### config.mk
export PLATFORM = sky130hd
export DESIGN_NAME = mine_place_ctrl_flat
export DESIGN_NICKNAME = d
export VERILOG_FILES = /design/src/rtl/mine_place_ctrl_if.sv /design/src/rtl/mine_place_ctrl.sv /design/src/flat_wrapper.sv
export SDC_FILE = /design/constraint.sdc
export NUM_CORES = 1
export LEC_CHECK = 0
export CORE_ASPECT_RATIO = 0.6
export CORE_MARGIN = 10
export CORE_UTILIZATION = 51
export DETAILED_ROUTE_END_ITERATION = 16
export HOLD_SLACK_MARGIN = 0.15
export MAX_ROUTING_LAYER = met4
export PLACE_DENSITY = 0.76
export SYNTH_ARGS = -nofsm -noshare
export SYNTH_HDL_FRONTEND = slang
export SYNTH_SLANG_ARGS = --single-unit
export TNS_END_PERCENT = 50
### constraint.sdc
create_clock -name clka -period 6.8 [get_ports clka]
set_clock_uncertainty 0.2 [all_clocks]
set_input_delay 0.68 -clock clka [delete_from_list [all_inputs] [get_ports clka]]
set_output_delay 0.68 -clock clka [all_outputs]
set_load 0.03 [all_outputs]
### src/rtl/mine_place_ctrl_if.sv
// mine_place_ctrl_if
//   Connection between the placement sequencer and the mine-placement RNG.
//
//   Handshake: the sequencer drives rng_mult, rng_incr and rng_n_mines, holds
//   them stable, and then raises rng_start for exactly one clock. The RNG works
//   for any number of cycles and raises rng_place_done. rng_mines is only
//   meaningful in a cycle where rng_place_done is 1. The sequencer accepts
//   rng_place_done only while it is waiting for a result. If no result arrives
//   it abandons the attempt, so the RNG never sees back-pressure.
//
//   Signals
//     rng_start       ctrl -> rng  one-cycle start pulse
//     rng_mult        ctrl -> rng  LCG multiplier 'a'
//     rng_incr        ctrl -> rng  LCG increment 'c' (always odd)
//     rng_n_mines     ctrl -> rng  number of mines to place
//     rng_place_done  rng -> ctrl  result available this cycle
//     rng_mines       rng -> ctrl  25-cell mine map
interface mine_place_ctrl_if;
   logic        rng_start;
   logic [2:0]  rng_mult;
   logic [2:0]  rng_incr;
   logic [2:0]  rng_n_mines;
   logic        rng_place_done;
   logic [24:0] rng_mines;

   modport master (
      output rng_start,
      output rng_mult,
      output rng_incr,
      output rng_n_mines,
      input  rng_place_done,
      input  rng_mines
   );

   modport slave (
      input  rng_start,
      input  rng_mult,
      input  rng_incr,
      input  rng_n_mines,
      output rng_place_done,
      output rng_mines
   );
endinterface

### src/rtl/mine_place_ctrl.sv
// mine_place_ctrl
//   Sequencer that runs the mine-placement RNG for a new game. It configures
//   the LCG and pulses start, then waits for place-done under a timeout. It
//   checks that the returned map holds exactly the requested number of mines.
//   On success it publishes the map. On failure it retries with new LCG
//   parameters until the retry limit is reached.
//
//   Parameters
//     TIMEOUT    last timer value allowed in WAIT (WAIT lasts TIMEOUT+1 cycles)
//     MAX_RETRY  retries allowed after the first attempt
//
//   Ports
//     clka         system clock, rising edge
//     restart      asynchronous active-high reset
//     new_game     start a placement; honoured only in IDLE, DONE and FAIL
//     difficulty   mine count select: 0->2, 1->3, 2->5, 3->7
//     seed         base LCG multiplier for the first attempt
//     rng          RNG connection (master side)
//     board        last accepted mine map
//     mine_count   mines in board
//     board_valid  board accepted and stable (DONE)
//     busy         placement in progress (CONFIG..CHECK)
//     error        every attempt failed (FAIL)
//     retries      retries consumed by the current or last request
//     state_dbg    current FSM state encoding, for observation only
module mine_place_ctrl #(
   parameter int TIMEOUT   = 31,
   parameter int MAX_RETRY = 7
) (
   input  logic              clka,
   input  logic              restart,
   input  logic              new_game,
   input  logic [1:0]        difficulty,
   input  logic [2:0]        seed,
   mine_place_ctrl_if.master rng,
   output logic [24:0]       board,
   output logic [2:0]        mine_count,
   output logic              board_valid,
   output logic              busy,
   output logic              error,
   output logic [2:0]        retries,
   output logic [2:0]        state_dbg
);

   localparam logic [4:0] TIMEOUT_V   = TIMEOUT[4:0];
   localparam logic [2:0] MAX_RETRY_V = MAX_RETRY[2:0];

   typedef enum logic [2:0] {
      S_IDLE   = 3'd0,
      S_CONFIG = 3'd1,
      S_START  = 3'd2,
      S_WAIT   = 3'd3,
      S_CHECK  = 3'd4,
      S_DONE   = 3'd5,
      S_FAIL   = 3'd6
   } state_t;

   state_t      state;
   state_t      state_nxt;

   logic [4:0]  timer;
   logic [24:0] staging;
   logic        timed_out;

   // Single-cycle control strobes from the next-state logic to the datapath.
   logic        do_accept;
   logic        do_retry;
   logic        do_commit;
   logic        do_capture;
   logic        do_timeout;
   logic        tmr_clr;
   logic        tmr_inc;

   logic [4:0]  staging_pop;
   logic        count_ok;
   logic [2:0]  retries_nxt;

   function automatic logic [4:0] popcount25(input logic [24:0] v);
      logic [4:0] c;
      c = 5'd0;
      for (int i = 0; i < 25; i++) begin
         c = c + {4'd0, v[i]};
      end
      return c;
   endfunction

   function automatic logic [2:0] mines_for(input logic [1:0] d);
      logic [2:0] m;
      case (d)
         2'd0:    m = 3'd2;
         2'd1:    m = 3'd3;
         2'd2:    m = 3'd5;
         default: m = 3'd7;
      endcase
      return m;
   endfunction

   assign staging_pop = popcount25(staging);
   // A timed-out attempt never counts, whatever the staging register holds.
   assign count_ok    = !timed_out && (staging_pop == {2'b00, rng.rng_n_mines});
   assign retries_nxt = retries + 3'd1;
   assign state_dbg   = state;

   // State register.
   always_ff @(posedge clka or posedge restart) begin
      if (restart) begin
         state <= S_IDLE;
      end else begin
         state <= state_nxt;
      end
   end

   // Next state, control strobes and state-decoded outputs.
   always_comb begin
      state_nxt     = state;
      do_accept     = 1'b0;
      do_retry      = 1'b0;
      do_commit     = 1'b0;
      do_capture    = 1'b0;
      do_timeout    = 1'b0;
      tmr_clr       = 1'b0;
      tmr_inc       = 1'b0;
      rng.rng_start = 1'b0;
      busy          = 1'b0;
      board_valid   = 1'b0;
      error         = 1'b0;

      case (state)
         S_IDLE, S_DONE, S_FAIL: begin
            board_valid = (state == S_DONE);
            error       = (state == S_FAIL);
            if (new_game) begin
               do_accept = 1'b1;
               state_nxt = S_CONFIG;
            end
         end
         S_CONFIG: begin
            busy      = 1'b1;
            state_nxt = S_START;
         end
         S_START: begin
            busy          = 1'b1;
            rng.rng_start = 1'b1;
            tmr_clr       = 1'b1;
            state_nxt     = S_WAIT;
         end
         S_WAIT: begin
            busy = 1'b1;
            // A result arriving on the last timer cycle still counts.
            if (rng.rng_place_done) begin
               do_capture = 1'b1;
               state_nxt  = S_CHECK;
            end else if (timer == TIMEOUT_V) begin
               do_timeout = 1'b1;
               state_nxt  = S_CHECK;
            end else begin
               tmr_inc = 1'b1;
            end
         end
         S_CHECK: begin
            busy = 1'b1;
            if (count_ok) begin
               do_commit = 1'b1;
               state_nxt = S_DONE;
            end else if (retries < MAX_RETRY_V) begin
               do_retry  = 1'b1;
               state_nxt = S_CONFIG;
            end else begin
               state_nxt = S_FAIL;
            end
         end
         default: begin
            state_nxt = S_IDLE;
         end
      endcase
   end

   // Datapath. The LCG parameters are loaded on the edge that enters CONFIG.
   // That keeps them stable from CONFIG through CHECK of each attempt.
   // 2*r+1 modulo 8 is simply {r[1:0], 1}.
   always_ff @(posedge clka or posedge restart) begin
      if (restart) begin
         rng.rng_mult    <= 3'd0;
         rng.rng_incr    <= 3'd0;
         rng.rng_n_mines <= 3'd0;
         retries         <= 3'd0;
         timer           <= 5'd0;
         staging         <= 25'd0;
         timed_out       <= 1'b0;
         board           <= 25'd0;
         mine_count      <= 3'd0;
      end else begin
         if (do_accept) begin
            rng.rng_n_mines <= mines_for(difficulty);
            retries         <= 3'd0;
            rng.rng_mult    <= seed;
            rng.rng_incr    <= 3'd1;
         end
         if (do_retry) begin
            retries      <= retries_nxt;
            rng.rng_mult <= seed + retries_nxt;
            rng.rng_incr <= {retries_nxt[1:0], 1'b1};
         end
         if (tmr_clr) begin
            timer <= 5'd0;
         end else if (tmr_inc) begin
            timer <= timer + 5'd1;
         end
         if (do_capture) begin
            staging   <= rng.rng_mines;
            timed_out <= 1'b0;
         end
         if (do_timeout) begin
            timed_out <= 1'b1;
         end
         if (do_commit) begin
            board      <= staging;
            mine_count <= rng.rng_n_mines;
         end
      end
   end

endmodule

### src/flat_wrapper.sv
// flat-port wrapper written by rule: the top's interface ports become plain ports
module mine_place_ctrl_flat 
#(
   parameter int TIMEOUT   = 31,
   parameter int MAX_RETRY = 7
)
  (clka, restart, new_game, difficulty, seed, board, mine_count, board_valid, busy, error, retries, state_dbg, rng_rng_start, rng_rng_mult, rng_rng_incr, rng_rng_n_mines, rng_rng_place_done, rng_rng_mines);
  mine_place_ctrl_if rng_i ();
  input  logic clka;
  input  logic restart;
  input  logic new_game;
  input  logic [1:0] difficulty;
  input  logic [2:0] seed;
  output logic [24:0] board;
  output logic [2:0] mine_count;
  output logic board_valid;
  output logic busy;
  output logic error;
  output logic [2:0] retries;
  output logic [2:0] state_dbg;
  output wire logic [$bits(rng_i.rng_start)-1:0] rng_rng_start;
  output wire logic [$bits(rng_i.rng_mult)-1:0] rng_rng_mult;
  output wire logic [$bits(rng_i.rng_incr)-1:0] rng_rng_incr;
  output wire logic [$bits(rng_i.rng_n_mines)-1:0] rng_rng_n_mines;
  input wire logic [$bits(rng_i.rng_place_done)-1:0] rng_rng_place_done;
  input wire logic [$bits(rng_i.rng_mines)-1:0] rng_rng_mines;
  assign rng_rng_start = rng_i.rng_start;
  assign rng_rng_mult = rng_i.rng_mult;
  assign rng_rng_incr = rng_i.rng_incr;
  assign rng_rng_n_mines = rng_i.rng_n_mines;
  assign rng_i.rng_place_done = rng_rng_place_done;
  assign rng_i.rng_mines = rng_rng_mines;
  mine_place_ctrl #(.TIMEOUT(TIMEOUT), .MAX_RETRY(MAX_RETRY)) u_core (.clka(clka), .restart(restart), .new_game(new_game), .difficulty(difficulty), .seed(seed), .rng(rng_i), .board(board), .mine_count(mine_count), .board_valid(board_valid), .busy(busy), .error(error), .retries(retries), .state_dbg(state_dbg));
endmodule
Yosys cells after proc, flatten, opt, wreduce, memory -nomap -nowiden

Index checks and enable logic that the tools add are counted.

Output and inout bits: 47
Bits of input ports: 34
Flip-flop bits (word level): 74
Logic and storage cells: 96

$add $sub $neg: 27
Muxes and demuxes: 36
Eq/ne operators: 12
Magnitude comparators: 1
Reductions and logical operators: 10

Operators by type and width:

| cell                                                                    | number |
|---|---|
| 5-bit by 1-bit adder with 5-bit output                                  | 23 |
| 3-bit two-way mux                                                       | 11 |
| 1-bit two-way mux                                                       | 21 |
| 3-bit case mux with 5 select lines                                      | 1 |
| 5-bit two-way mux                                                       | 2 |
| 3-bit equality test, second input constant                              | 3 |
| 3-bit case mux with 3 select lines                                      | 1 |
| 3-bit by 2-bit equality test with 1-bit output, second input constant   | 2 |
| 2-bit nonzero test                                                      | 3 |
| 5-bit by 1-bit adder with 5-bit output, second input constant           | 1 |
| 5-bit by 3-bit equality test with 1-bit output                          | 1 |
| 5-bit equality test, second input constant                              | 1 |
| 4-bit OR reduction                                                      | 1 |
| 3-bit by 1-bit adder with 3-bit output, second input constant           | 1 |
| 3-bit adder                                                             | 1 |
| 3-bit by 1-bit equality test with 1-bit output, second input constant   | 1 |
| 3-bit zero test                                                         | 1 |
| 3-bit less-than comparator, second input constant                       | 1 |
| 3-bit by 2-bit inequality test with 1-bit output, second input constant | 1 |
| 3-bit OR reduction                                                      | 1 |
| 1-bit by 1-bit adder with 2-bit output                                  | 1 |
| 2-bit by 1-bit equality test with 1-bit output, second input constant   | 1 |
| 2-bit equality test, second input constant                              | 1 |
| 2-bit zero test                                                         | 1 |
| other kinds (4)                                                         | 4 |

Depth between registers and ports, before layout

Gate-level depths: netlist (run 1).

Word-level depth: 29
Mapped depth: 19
Mapped depth without buffers: 18

Least setup slack after synthesis (run 1)

No wires, ideal clock.

Kind: register to register
Start point: register u_core.staging[0]
End point: register u_core.board[12]
Period minus slack after synthesis: 5.353 ns
Setup time: 0.125 ns
Data arrival time: 5.028 ns
Cell stages (with the launch flop): 19
Buffers on the path: 1
Path slack: 1.447 ns
Required time: 6.475 ns
Cells stage by stage: dfrtp_1 -> ha_1 -> inv_1 -> fa_1 -> inv_1 -> fa_1 -> fa_1 -> fa_1 -> inv_1 -> fa_1 -> inv_1 -> ha_1 -> fa_1 -> xor2_1 -> nor4_4 -> o2111a_2 -> nand2_4 -> buf_6 -> mux2_4

Word-level cells in the longest chain between the ends: 28

Ends and longest elaborated chain:

| item                                                  | line                   | text |
|---|---|---|
| from (decl)                                           | mine_place_ctrl.sv:62  | `logic [24:0] staging;` |
| from (signal assigned)                                | mine_place_ctrl.sv:210 | `staging <= rng.rng_mines;` |
| 1-bit by 1-bit adder with 2-bit output                | mine_place_ctrl.sv:82  | `c = c + {4'd0, v[i]};` |
| 5-bit by 1-bit adder with 5-bit output (23 in series) | mine_place_ctrl.sv:82  |  |
| 5-bit by 3-bit equality test with 1-bit output        | mine_place_ctrl.sv:100 | `assign count_ok = !timed_out && (staging_pop == {2'b00, rng.rng_n_mines});` |
| 1-bit logical AND                                     | mine_place_ctrl.sv:100 |  |
| 1-bit two-way mux                                     | mine_place_ctrl.sv:162 | `if (count_ok) begin` |
| 1-bit two-way mux                                     | mine_place_ctrl.sv:128 | `case (state)` |
| to (signal assigned)                                  | mine_place_ctrl.sv:217 | `board <= staging;` |
| to (decl)                                             | mine_place_ctrl.sv:36  | `output logic [24:0] board,` |

No other way between the ends.
A chain may end at the register's enable or synchronous reset.

Worst setup path in the final report (run 1)

Start point: register u_core.staging[0]
End point: register u_core.retries[2]

Word-level cells in the longest chain between the ends: 29
Elaborated cells between the ends (all ways): 30
Classes of those cells: add/sub (24); eq/ne (1); mux (3); reduce/logical (2)

Ends and longest elaborated chain:

| item                                                    | line                   | text |
|---|---|---|
| 1-bit by 1-bit adder with 2-bit output *                | mine_place_ctrl.sv:82  |  |
| 5-bit by 1-bit adder with 5-bit output * (23 in series) | mine_place_ctrl.sv:82  |  |
| 5-bit by 3-bit equality test with 1-bit output *        | mine_place_ctrl.sv:100 |  |
| 1-bit logical AND *                                     | mine_place_ctrl.sv:100 |  |
| 1-bit two-way mux *                                     | mine_place_ctrl.sv:162 |  |
| 1-bit two-way mux *                                     | mine_place_ctrl.sv:128 |  |
| 3-bit two-way mux or 2-bit nonzero test (tied branches) | --                     |  |
| to (signal assigned)                                    | mine_place_ctrl.sv:200 | `retries <= retries_nxt;` |
| to (decl)                                               | mine_place_ctrl.sv:41  | `output logic [2:0] retries,` |

Mark *: on every way between the ends. The rest lies on a longest branch, timed or not.

==> results of run 1 <==
==> layout make-up <==
| cell class | instances | area, sq um | area share, % |
|---|---|---|---|
| Inverter | 43 | 161 | 3.33 |
| Clock buffer | 10 | 239 | 4.93 |
| Tap cell | 91 | 114 | 2.35 |
| Timing Repair Buffer | 81 | 808 | 16.7 |
| Clock inverter | 2 | 10.0 | 0.206 |
| Multi-Input combinational cell | 182 | 1720 | 35.4 |
| Sequential cell | 72 | 1800 | 37.1 |
==> cell families after synthesis <==
group / share of synthesized area [%]
and+or+nand+nor: 7.38
muxes: 13.6
buffers and inverters: 6.11
adders and majority gates: 13.8
xor gates and xnor gates: 2.57
AOI/OAI and AO/OA: 8.51
DFF: 48.1
==> placed cells by master, fill, tap and decap left out, types with 2 or more instances in the layout <==
cell / instances
clkdlybuf4s50_1: 80
dfrtp_1: 72
inv_1: 41
mux2_2: 34
o21ai_0: 32
fa_1: 19
nand2_1: 12
nor2_1: 11
ha_1: 11
clkbuf_16: 9
mux2_4: 7
xnor2_1: 6
a21oi_1: 5
xor2_1: 5
o211ai_1: 4
and2_1: 4
nand2b_1: 3
a221o_1: 3
inv_2: 2
and3_1: 2
a31oi_1: 2
nor3b_1: 2
mux2i_1: 2
clkinv_2: 2
==> layer usage <==
layer	up-vias	part of all wire (%)	wire length (um)	GRT usage [%]
li1	1183	-	-	-
met1	1275	49	4280	22.2
met2	74	45	3920	25.1
met3	14	5.0	438	4.27
met4	0	1.2	103	5.43
met5	-	0	0	-
==> worst reg2reg max path, delay by kind of cell (launching register included) <==
family,cells,cell delay [ns]
AO/OA/AOI/OAI,3,1.12
buffers and inverters,4,0.19
XOR/XNOR,1,0.18
flip-flops,1,0.40
AND/OR/NAND/NOR,1,0.19
adder cells (fa/ha/maj),8,3.36
==> per-stage QoR <==
step | setup slack [ns] | hold slack, ns | instance area, sq um
global route | 0.780 | 0.310 | 4850
CTS | 1.11 | 0.293 | 4850
global placement | 1.28 | 0.270 | 4600
floorplan | 1.45 | 0.279 | 3750
detailed placement | 1.17 | 0.268 | 4600
finish | 1.12 | 0.285 | 4850
==> state kept, by name, summed over array words and instances (netlist names) <==
name	count
u_core.timer	5
u_core.rng.rng_incr	2
u_core.rng.rng_n_mines	3
u_core.mine_count	3
u_core.rng.rng_mult	3
u_core.board	25
u_core.retries	2
u_core.staging	25
u_core.state_dbg	3
u_core.timed_out	1
==> worst paths after layout <==
kind	from	endpoint	slack, ns	cells past startpoint
hold reg to reg	u_core.rng.rng_incr[0]	u_core.rng.rng_incr[0]	0.28	1
setup / recovery	u_core.staging[0]	u_core.retries[2]	1.12	17
min in group asynchronous	restart	u_core.rng.rng_incr[0]	0.74	3
max in group asynchronous	restart	u_core.board[7]	5.06	3
hold / removal	u_core.rng.rng_incr[0]	u_core.rng.rng_incr[0]	0.28	1
setup reg to reg	u_core.staging[0]	u_core.retries[2]	1.12	17
==> impl_results.md, run 1 <==
* Vias at 2546
* Starting density of the core at 52.0%
* Post-CTS Setup Bufs at 0
* Min-delay worst type: reg2reg
* Synth-to-layout area growth at 29.4%
* CTS tree: yes
* Final setup vio count at 0
* Run status: finished, final reports clean
* Clock buffer depth at 2
* Post-synth top cells: dfrtp_1, inv_1, mux2_2
* Vias in the first global route at 2729
* First-pass GRT wire length at 14300 um
* Root Buffer: clkbuf_16
* Final core utilization at 67.3%
* I/O Buffers at 80
* Tightest Pin Transition at 1.12 ns
* Die area at 11300 sq um
* CP Cell Sequence: ha_1 > inv_1 > fa_1 > inv_1 > fa_1 > fa_1 > fa_1 > inv_1 > fa_1 > inv_1 > ha_1 > fa_1 > xor2_1 > nor4_4 > o2111ai_2 > a21oi_2 > a221o_1
* I/O pin total at 81
* Crit Path Category: reg2reg
* Total wire length at 8740 um
* Crit path required time at 6.87 ns
* Slowest Stage Delay on Critical Path at 0.52 ns
* Async SR Flop Fraction at 100%
* Fin. Hold Viols at 0
* Distinct cells, synth at 43
* Buffers & Inverters on Critical Path at 4
* Vias per inst at 5.29
* Die Y at 86.4 um
* # nets final at 453
* F_max at 176 MHz
* Crit-path leading delay family: adder cells
* Final GP Congestion at 0.852
* Startpoint types: flop
* Largest net degree at the start of global routing at 73
* Core area at 7210 sq um
* Sequential area share after synthesis at 48.1%
* Final antenna-violating net count at 0
* RSZ-0062 raised after global routing: no
* GR Overflow Total at 0
* Final period utilization at 83.5%
* Antenna violations before repair at 0
* Max-slew violation count at 0
* Hpwl dp at 6360 um
* WL/cell at 18.2 um
* Dpl cells at 469
* TritonCTS buffer count at 9
* Setup TNS at 0 ns
* Worst skew pair latency at 0.33 ns
* DIE WIDTH at 131 um
* Synth area leaders: dfrtp_1, mux2_2, fa_1, o21ai_0, inv_1
* Top FF cell, synth: dfrtp_1
* Synth Net Count at 372
* DR pass1 iterations at 4
* Slowest CP cell: fa_1
* GRT Resource Usage Total at 16.9%
* Clock period minus worst slack at 5.68 ns
* CP dominant cell by count: fa_1
* Top-count cell post-synth: dfrtp_1
* Avg Synthesized Cell Area at 12.2 sq um
* Max Cap Viol at 0
* H-tree levels at 3
* CTS resizes at 0
* Mapped cell area at 3750 sq um
* Antenna fix cells at 0
* Worst setup EP type: flop
* Fin cells at 481
* TritonCTS Sinks at 72
* Layout cell share with drive strength beyond 1 at 16.9%
* Initial DRC Count at 194
* Yosys warns at 0
* Detailed-route DRC error count at 0
* Post-synth EDFFs at 0
* Worst endpoint data arrival time at 5.75 ns
* Cells after Synth at 308
* Area leader, netlist: dfrtp_1
* Max_slew headroom at 25.0%
* CTS Hold Bufs at 0
* CP max FO at 17
* Fillers at 556
* CTS clk-pin slew, worst paths at 0.05 ns
* #FFs+latches synth at 72
* Row cnt at 24
* Synth top area share at 48.1%
Power of run 1 is not shown: default switching activity piles up to over one toggle a cycle in this logic, so the estimate is an artifact.
==> run 2: changes to the inputs <==
==> constraint.sdc (replaced) <==
create_clock -name clka -period 5.5 [get_ports clka]
set_clock_uncertainty 0.2 [all_clocks]
set_input_delay 0.55 -clock clka [delete_from_list [all_inputs] [get_ports clka]]
set_output_delay 0.55 -clock clka [all_outputs]
set_load 0.03 [all_outputs]
==> impl_results.md, run 2 (synthesis gave the netlist of run 1 again) <==
* Slowest Stage Delay on Critical Path at 0.52 ns (about the same)
* Vias per inst at 5.28 (-0.22%)
* Row cnt at 24 (unchanged)
* GRT Max-Usage Layer: met2
* Hpwl dp at 6490 um (+2.1%)
* DR pass1 iterations at 4 (unchanged)
* Synth-to-layout area growth at 33.3%
* Starting density of the core at 52.0% (unchanged)
* GR Overflow Total at 0 (unchanged)
* Vias in the first global route at 2722 (-0.26%)
* Worst endpoint data arrival time at 5.58 ns (-0.17 ns)
* WL/cell at 18.6 um (+2.1%)
* Antenna violations before repair at 0 (unchanged)
* Max_slew headroom at 26.3% (+1.3 points)
* TritonCTS buffer count at 9 (unchanged)
* Most common cell after layout, fill and taps aside: clkdlybuf4s50_1
* Initial DRC Count at 150 (-23%)
* Die area at 11300 sq um (unchanged)
* Final setup vio count at 15 (+15)
* Fin. Hold Viols at 0 (unchanged)
* Max Cap Viol at 0 (unchanged)
* Core area at 7210 sq um (unchanged)
* Clock buffer depth at 2 (unchanged)
* Largest net degree at the start of global routing at 73 (unchanged)
* Antenna fix cells at 0 (unchanged)
* Die Y at 86.4 um (unchanged)
* Buffers & Inverters on Critical Path at 5 (+1)
* Crit Path Category: reg2reg
* GRT met1 Usage at 22.4% (+0.23 points)
* Met2 usage in global routing at 24.4% (-0.64 points)
* CP Cell Sequence: ha_1 > inv_2 > fa_1 > inv_2 > fa_1 > fa_1 > fa_1 > inv_1 > fa_1 > inv_1 > ha_2 > fa_1 > xor2_2 > nor4_4 > o2111a_2 > buf_12 > nand2_4 > mux2_2
* First-pass GRT wire length at 14500 um (+1.1%)
* Crit-path leading delay family: adder cells
* H-tree levels at 3 (unchanged)
* GRT Resource Usage Total at 17.2% (+0.33 points)
* Most frequent cells in the layout: clkdlybuf4s50_1, dfrtp_1, inv_1
* Met3 global-route usage at 6.83% (+2.6 points)
* Startpoint types: flop
* CTS tree: yes
* I/O Buffers at 80 (unchanged)
* DP Area at 4620 sq um (+0.33%)
* Final worst slack at -0.0565 ns (-1.18 ns)
* Total wire length at 9090 um (+4.0%)
* CTS Hold Bufs at 0 (unchanged)
* Final period utilization at 101% (+18 points)
* RSZ-0062 raised after global routing: yes
* Cell area after layout at 5000 sq um (+3.0%)
* Failing checks: negative setup slack
* CTS clk-pin slew, worst paths at 0.05 ns (about the same)
* Detailed-route DRC error count at 0 (unchanged)
* Run status: finished with violations
* Crit path required time at 5.52 ns (-1.35 ns)
* Tightest Pin Transition at 1.10 ns (-0.0194 ns)
* Clock period minus worst slack at 5.56 ns (-0.122 ns)
* Final GP Congestion at 0.887 (+4.1%)
* DIE WIDTH at 131 um (unchanged)
* Fillers at 548 (-1.4%)
* Root Buffer: clkbuf_16
* Worst setup EP type: flop
* Worst skew pair latency at 0.34 ns (about the same)
* Min-delay worst type: reg2reg
* Largest registers: u_core.board: 25 flops, u_core.staging: 25 flops, u_core.timer: 5 flops
* TritonCTS Sinks at 72 (unchanged)
* F_max at 180 MHz (+2.2%)
* CP dominant cell by count: fa_1
* Vias at 2588 (+1.6%)
* I/O pin total at 81 (unchanged)
* Layout cell share with drive strength beyond 1 at 20.1% (+3.1 points)
* CP max FO at 14 (-3)
* Final antenna-violating net count at 0 (unchanged)
* Max-slew violation count at 0 (unchanged)
* # nets final at 458 (+1.1%)
* Slowest CP cell: fa_1
## run 2: what timing repair did
item / CTS / global route
buffers inserted: 0 / 1
endpoints found under the setup margin: 17 / 34
gates cloned: 0 / 2
resized for setup: 0 / 8
endpoints found under the hold margin: 0 / 0
pin swaps: 2 / 4
## run 2: per-stage QoR
stage	hold slack, ns	util (%)	cells	TNS (ns)	setup slack (ns)
2_1_floorplan	0.279	-	308	0	0.147
3_5_place_dp	0.257	64.1	471	-0.288	-0.0322
5_1_grt	0.324	69.4	490	-5.50	-0.230
3_3_place_gp	0.252	64.1	471	0	0.0647
6_report	0.270	69.4	490	-0.433	-0.0565
4_1_cts	0.276	68.4	487	-0.0839	-0.0147
## run 2: metal layers
metal | vias to the layer above | wire length [um]
met5 | - | 0
met4 | 0 | 99
met3 | 8 | 595
met2 | 80 | 4100
met1 | 1302 | 4300
li1 | 1198 | -
## run 2: final cells by class
type / count / area, sq um / area share [%]
sequential: 72 / 1800 / 36.0
timing repair buffer: 84 / 847 / 16.9
tap: 91 / 114 / 2.28
clock inverter: 5 / 55.1 / 1.10
multi-input combinational: 184 / 1770 / 35.3
clock buffer: 11 / 253 / 5.06
inverter: 43 / 161 / 3.23
## run 2: worst paths after layout
path	from	end	slack (ns)	cells after the start
min in group asynchronous	restart	u_core.rng.rng_incr[0]	0.61	3
max	u_core.staging[0]	u_core.mine_count[1]	-0.06	18
max reg2reg	u_core.staging[0]	u_core.mine_count[1]	-0.06	18
min	u_core.rng.rng_incr[0]	u_core.rng.rng_incr[0]	0.27	1
max in group asynchronous	restart	u_core.staging[7]	3.92	3
min reg2reg	u_core.rng.rng_incr[0]	u_core.rng.rng_incr[0]	0.27	1
Power of run 2 is left out for the same reason.
==> run 3: changes to the inputs <==
--- a/config.mk
+++ b/config.mk
@@ -9,7 +9,6 @@
 export CORE_MARGIN = 10
 export CORE_UTILIZATION = 51
 export DETAILED_ROUTE_END_ITERATION = 16
-export HOLD_SLACK_MARGIN = 0.15
 export MAX_ROUTING_LAYER = met4
 export PLACE_DENSITY = 0.76
 export SYNTH_ARGS = -nofsm -noshare
==> results of run 3 <==
Final layout, timing and power as in run 2 (identical DEF).
Power of run 3 is left out for the same reason.
